[config.mk]
export PLATFORM = sky130hd
export DESIGN_NAME = pc_fetch_unit
export DESIGN_NICKNAME = d
export VERILOG_FILES = /design/src/rtl/pc_pkg.sv /design/src/rtl/next_pc_sel.sv /design/src/rtl/pc_fetch_unit.sv
export SDC_FILE = /design/constraint.sdc
export NUM_CORES = 1
export LEC_CHECK = 0
export CAP_MARGIN = 20
export CORE_MARGIN = 2
export CORE_UTILIZATION = 32
export CTS_BUF_LIST = sky130_fd_sc_hd__clkbuf_16
export DETAILED_ROUTE_END_ITERATION = 8
export PLACE_DENSITY = 0.8
export REMOVE_ABC_BUFFERS = 1
export SETUP_SLACK_MARGIN = 0.15
export SKIP_CTS_REPAIR_TIMING = 1
export SYNTH_ARGS = -nofsm -noshare
export SYNTH_HDL_FRONTEND = slang
export SYNTH_SLANG_ARGS = --single-unit
[constraint.sdc]
create_clock -name clock -period 4.2 [get_ports clock]
set_input_delay 1.05 -clock clock [delete_from_list [all_inputs] [get_ports clock]]
set_output_delay 1.05 -clock clock [all_outputs]
set_load 0.01 [all_outputs]
[src/rtl/pc_pkg.sv]
// Shared types and defaults for the PC / next-PC fetch stage.
// Imported by next_pc_sel and pc_fetch_unit.
package pc_pkg;

  typedef enum logic [1:0] {
    BOOT,
    RUN,
    STALL
  } fsm_state_e;

  typedef enum logic [1:0] {
    SRC_SEQ,
    SRC_BR,
    SRC_JMP,
    SRC_JR
  } pc_src_e;

  localparam int          PC_WIDTH_DEF = 12;
  localparam int unsigned RESET_PC_DEF = 0;

endpackage

[src/rtl/next_pc_sel.sv]
// Combinational next-PC priority mux with branch/sequential adders.
// Illegal multi-flag combinations resolve JR > J/JAL > BEX > BNE > BLT.
module next_pc_sel
  import pc_pkg::*;
#(
  parameter int PC_WIDTH = PC_WIDTH_DEF
) (
  input  logic [PC_WIDTH-1:0] pc,
  input  logic                J,
  input  logic                JAL,
  input  logic                BEX,
  input  logic                BNE,
  input  logic                BLT,
  input  logic                JR,
  input  logic [16:0]         imm_n,
  input  logic [26:0]         target_t,
  input  logic [31:0]         data_rd,
  input  logic [31:0]         data_rs,
  input  logic [31:0]         data_rstatus,
  output logic [PC_WIDTH-1:0] next_pc,
  output logic [PC_WIDTH-1:0] pc_plus1,
  output logic                taken
);

  pc_src_e             src;
  logic [31:0]         imm_ext;
  logic [PC_WIDTH-1:0] br_pc;
  logic                bex_hit;
  logic                bne_hit;
  logic                blt_hit;
  logic                unused_bits;

  assign imm_ext  = {{15{imm_n[16]}}, imm_n};
  assign pc_plus1 = pc + PC_WIDTH'(1);
  assign br_pc    = pc_plus1 + imm_ext[PC_WIDTH-1:0];

  assign bex_hit = BEX && (data_rstatus != 32'd0);
  assign bne_hit = BNE && (data_rd != data_rs);
  assign blt_hit = BLT && ($signed(data_rd) < $signed(data_rs));

  // Sums wrap modulo 2^PC_WIDTH; high operand bits are dropped.
  assign unused_bits = ^{imm_ext[31:PC_WIDTH],
                         target_t[26:PC_WIDTH]};

  always_comb begin
    src = SRC_SEQ;
    priority case (1'b1)
      JR:               src = SRC_JR;
      J, JAL, bex_hit:  src = SRC_JMP;
      bne_hit, blt_hit: src = SRC_BR;
      default:          src = SRC_SEQ;
    endcase
  end

  always_comb begin
    next_pc = pc_plus1;
    unique case (src)
      SRC_JR:  next_pc = data_rd[PC_WIDTH-1:0];
      SRC_JMP: next_pc = target_t[PC_WIDTH-1:0];
      SRC_BR:  next_pc = br_pc;
      default: next_pc = pc_plus1;
    endcase
  end

  assign taken = (src != SRC_SEQ);

endmodule

[src/rtl/pc_fetch_unit.sv]
// PC register and BOOT/RUN/STALL sequencing for the fetch stage.
// Optional self-jump halt detection under `define PC_HALT_DETECT_EN.
module pc_fetch_unit
  import pc_pkg::*;
#(
  parameter int          PC_WIDTH = PC_WIDTH_DEF,
  parameter int unsigned RESET_PC = RESET_PC_DEF
) (
  input  logic                clock,
  input  logic                reset_n,
  input  logic                stall,
  input  logic                J,
  input  logic                JAL,
  input  logic                BEX,
  input  logic                BNE,
  input  logic                BLT,
  input  logic                JR,
  input  logic [16:0]         imm_n,
  input  logic [26:0]         target_t,
  input  logic [31:0]         data_rd,
  input  logic [31:0]         data_rs,
  input  logic [31:0]         data_rstatus,
  output logic [PC_WIDTH-1:0] pc_out,
  output logic [31:0]         link_pc,
  output logic                instr_valid,
  output logic                taken
`ifdef PC_HALT_DETECT_EN
  ,
  output logic                halted
`endif
);

  fsm_state_e          state_q;
  fsm_state_e          state_d;
  logic [PC_WIDTH-1:0] pc_q;
  logic [PC_WIDTH-1:0] next_pc;
  logic [PC_WIDTH-1:0] pc_plus1;
  logic                sel_taken;
  logic                pc_en;
  logic                halt_q;

  next_pc_sel #(
    .PC_WIDTH(PC_WIDTH)
  ) u_sel (
    .pc          (pc_q),
    .J           (J),
    .JAL         (JAL),
    .BEX         (BEX),
    .BNE         (BNE),
    .BLT         (BLT),
    .JR          (JR),
    .imm_n       (imm_n),
    .target_t    (target_t),
    .data_rd     (data_rd),
    .data_rs     (data_rs),
    .data_rstatus(data_rstatus),
    .next_pc     (next_pc),
    .pc_plus1    (pc_plus1),
    .taken       (sel_taken)
  );

  always_ff @(posedge clock) begin
    if (!reset_n) state_q <= BOOT;
    else          state_q <= state_d;
  end

  always_comb begin
    state_d = state_q;
    unique case (state_q)
      BOOT:    state_d = stall ? STALL : RUN;
      RUN:     if (stall) state_d = STALL;
      STALL:   if (!stall) state_d = RUN;
      default: state_d = BOOT;
    endcase
  end

  always_comb begin
    instr_valid = (state_q == RUN) && !halt_q;
    pc_en       = instr_valid && !stall;
    taken       = pc_en && sel_taken;
  end

  always_ff @(posedge clock) begin
    if (!reset_n)   pc_q <= PC_WIDTH'(RESET_PC);
    else if (pc_en) pc_q <= next_pc;
  end

`ifdef PC_HALT_DETECT_EN
  // A J that resolves to its own address parks the stage until reset.
  always_ff @(posedge clock) begin
    if (!reset_n)
      halt_q <= 1'b0;
    else if (pc_en && J && !JR && (next_pc == pc_q))
      halt_q <= 1'b1;
  end
  assign halted = halt_q;
`else
  assign halt_q = 1'b0;
`endif

  assign pc_out  = pc_q;
  assign link_pc = 32'(pc_plus1);

endmodule

==> impl_metrics.py <==
metrics = {
    "sta": {
        "fmax_mhz": 232.2,
        "fin_crit_ns": 4.306,
        "drv_slew": 0,
        "fin_skew_ns": 0.0006336,
        "relSlewSlack_pct": 53.81,
        "fin_crit_sh_pct": 102.5,
        "finalSetupViolCount": 1,
        "hold_violations": 0,
        "setup_slack_ns": -0.1063,
        "tightest_slew_ns": 0.6838,
        "rsz0062_at_grt": "true",
    },
    "worst_setup_path": {
        "critPathCapture": "taken",
        "worst-path-stages": 10,
        "reg2reg_depth": 14,
        "critical_path_class": "input port to output port",
        "startpoint_type": "input port",
        "slowest_stage": "a2111oi_4",
        "worstPathArrival_ns": 3.26,
        "crit_start": "data_rd[10]",
        "crit_path_max_fanout": 2,
        "cp-end-kind": "output port",
        "cp_top_family": "compound AO/OA/AOI/OAI gates",
        "reg2reg_from": "pc_out[2]",
        "rr_endpoint": "pc_out[11]",
        "critPathMaxStageDelay_ns": 0.41,
        "crit_chain": "dlymetal6s2s_1, ha_1, and2_4, a221o_1, a221oi_4, nor2_2, a2111oi_4, nor2_4, a21oi_2, buf_2",
        "ff2ff_setup_slack_ns": 0.76,
        "crit_buf_inv": 2,
        "critPathRequiredTime_ns": 3.15,
    },
    "yosys": {
        "syn_avg_cell_area_um2": 7.522,
        "synthTopCellsByCount": "ha_1, inv_1, a21oi_1",
        "synthCells": 345,
        "synth_edf_count": 0,
        "yosys.area_share.simple_pct": 21.75,
        "synth-adder-area-share_pct": 21.99,
        "ys_seq_area_share_pct": 10.80,
        "yosys.area.top_type_share_pct": 21.22,
        "synth-compound-area-share_pct": 24.11,
        "synthMuxAreaShare_pct": 1.929,
        "yosysTopAreaCell": "ha_1",
        "synth_top_family_by_area": "compound AO/OA/AOI/OAI gates",
        "synth_cell_types": 54,
        "yosys_warnings": 0,
        "synth.top_cells.by_area": "ha_1, dfxtp_1, inv_1",
        "async_reset_ff_share_pct": 0,
        "yosysMostFrequentCell": "ha_1",
        "synth_flop_cell": "dfxtp_1",
        "synth-xor-area-share_pct": 6.413,
        "synthesis.area_mm2": 0.002595,
        "ys_ff_latch": 14,
    },
    "place": {
        "numPortBuffers": 154,
        "placed_cell_area_mm2": 0.004403,
        "gp_congestion": 0.8614,
        "post-dp-hpwl_um": 8100,
    },
    "cts": {
        "htreeDepth": 1,
        "insertion_delay_ns": 0.24,
        "cts_sinks": 14,
        "cts.clk_slew.worst_paths_ns": 0.05,
        "cts_tree": "yes",
        "cts_buffers": 3,
        "cts-root-buf": "clkbuf_16",
        "cts_buffer_depth": 2,
    },
    "power": {
        "vdd_ir_drop_max_mv": 0.1442,
        "power.density_mw_per_mm2": 155.8,
        "p_leak_nw": 2.283,
    },
    "status": {
        "outcome": "finished with violations",
        "violations": "setup timing",
    },
    "global_route": {
        "track_usage_pct": 20.22,
        "antenna_found_initial": 1,
        "grt_pass1_wl_um": 14370,
        "overflow": 0,
        "grt_max_degree": 22,
        "grt_pass1_vias": 3218,
    },
    "detailed_routing": {
        "routed_wl_um": 10090,
        "vias": 3313,
        "viasPerCell": 5.226,
        "dr.pass1.iters": 4,
        "wire_per_inst_um": 15.91,
        "ant_nets": 0,
        "drc_errors": 0,
        "drtIter0Drc": 144,
    },
    "run": {
        "drv_cap": 0,
    },
    "floorplanning": {
        "row_count": 32,
        "dieWidth_um": 94.05,
        "die_area_mm2": 0.008845,
        "die_y_um": 94.05,
        "start_util_pct": 33.24,
        "io_pins": 195,
        "floorplan.core_area_mm2": 0.007807,
    },
    "final_layout": {
        "multi_input_area_mm2": 0.002350,
        "diodes": 0,
        "ff_latch_area_um2": 280.3,
        "fin_util_pct": 61.51,
        "final_area_mm2": 0.004802,
        "fin_nets": 727,
        "drive_above_1_share_pct": 22.37,
        "area_delta_synth_final_pct": 85.05,
        "num-fill-cells": 685,
    },
    "min_path": {
        "hp-class": "flip-flop to flip-flop",
    },
}
-- cell type report --
cell class / instances / area share [%]
Multi-Input combinational cell: 283 / 48.93
Timing Repair Buffer: 190 / 37.68
Clock inverter: 1 / 0.07817
Clock buffer: 3 / 1.563
Tap cell: 102 / 2.658
Inverter: 41 / 3.257
Sequential cell: 14 / 5.836
-- sequential cells by signal, indices dropped and copies added, names as in the netlist --
register	count
pc_out	12
state_q	2
-- worst min path at each step --
stage / start / end / slack, ns / cells after the start
floorplan: state_q[0] / state_q[0] / 0.48 / 3
global placement: state_q[0] / state_q[0] / 0.49 / 3
detailed placement: state_q[0] / state_q[0] / 0.50 / 3
CTS: state_q[0] / state_q[0] / 0.51 / 3
global route: state_q[0] / state_q[0] / 0.55 / 3
finish: state_q[0] / state_q[0] / 0.52 / 3
-- logic make-up (layout without fill, tap and decap cells) --
kind of cell / Yosys count / count (layout)
adders and majority gates: 45 / 45
AOI/OAI and AO/OA: 91 / 91
and+or+nand+nor: 103 / 103
muxes: 5 / 5
DFF: 14 / 14
xor gates and xnor gates: 19 / 19
other: 1 / 20
buffers and inverters: 67 / 235
-- metal layers --
layer | vias up | track usage (%) | wire length [um]
li1 | 1600 | - | -
met1 | 1523 | 23.26 | 3891
met2 | 168 | 36.96 | 5033
met3 | 22 | 5.217 | 938
met4 | 0 | 5.072 | 226
met5 | - | 0 | 0
-- placed cells by master, fill, tap and decap left out, types with 5 or more instances in the layout --
master           netlist  final
clkdlybuf4s50_1        0    103
buf_4                 20     36
dlymetal6s2s_1         0     27
ha_1                  44     23
a21oi_1               23     22
inv_2                  0     21
o21ai_0               20     20
ha_4                   0     20
conb_1                 1     20
inv_1                 41     19
nand2_1               17     17
clkbuf_2               0     15
xnor2_1               14     14
dfxtp_1               14     14
nand3_1               12     12
nand4_1               10     10
nor2_1                12     10
nor4_1                 9      9
nand2b_1               9      9
nor3_1                 8      8
buf_6                  1      8
and3_1                 7      7
nor2b_1                6      6
a32oi_1                6      6
xor2_1                 5      5
and2_1                 6      5
o211ai_1               5      5
mux2i_1                5      5
-- stage by stage --
| step | total power [mW] | hold slack, ns | TNS (ns) | setup WS (ns) | std cells |
|---|---|---|---|---|---|
| floorplan | 0.3080 | 0.4782 | 0 | 0.06293 | 338 |
| global placement | 0.5145 | 0.4919 | -0.9290 | -0.9290 | 627 |
| detailed placement | 0.5259 | 0.5040 | -1.071 | -0.9678 | 627 |
| CTS | 0.7104 | 0.5105 | -0.9879 | -0.9879 | 631 |
| global route | 0.7908 | 0.5510 | -0.1606 | -0.1606 | 634 |
| finish | 0.7483 | 0.5169 | -0.1063 | -0.1063 | 634 |
-- tightest hold or removal path, stage by stage, from the launching register on --
cell and delay (ns):
dfxtp_1 0.32, nand2_1 0.06, nand2_1 0.06, nor2_1 0.03
-- power breakdown --
part           internal (mW)  switching (mW)  leakage (nW)  total, mW
combinational          0.238           0.178          2.13      0.416
sequential             0.139         0.00825         0.114      0.147
clock                  0.126          0.0581        0.0385      0.184
(Power assumes the default switching activity.)
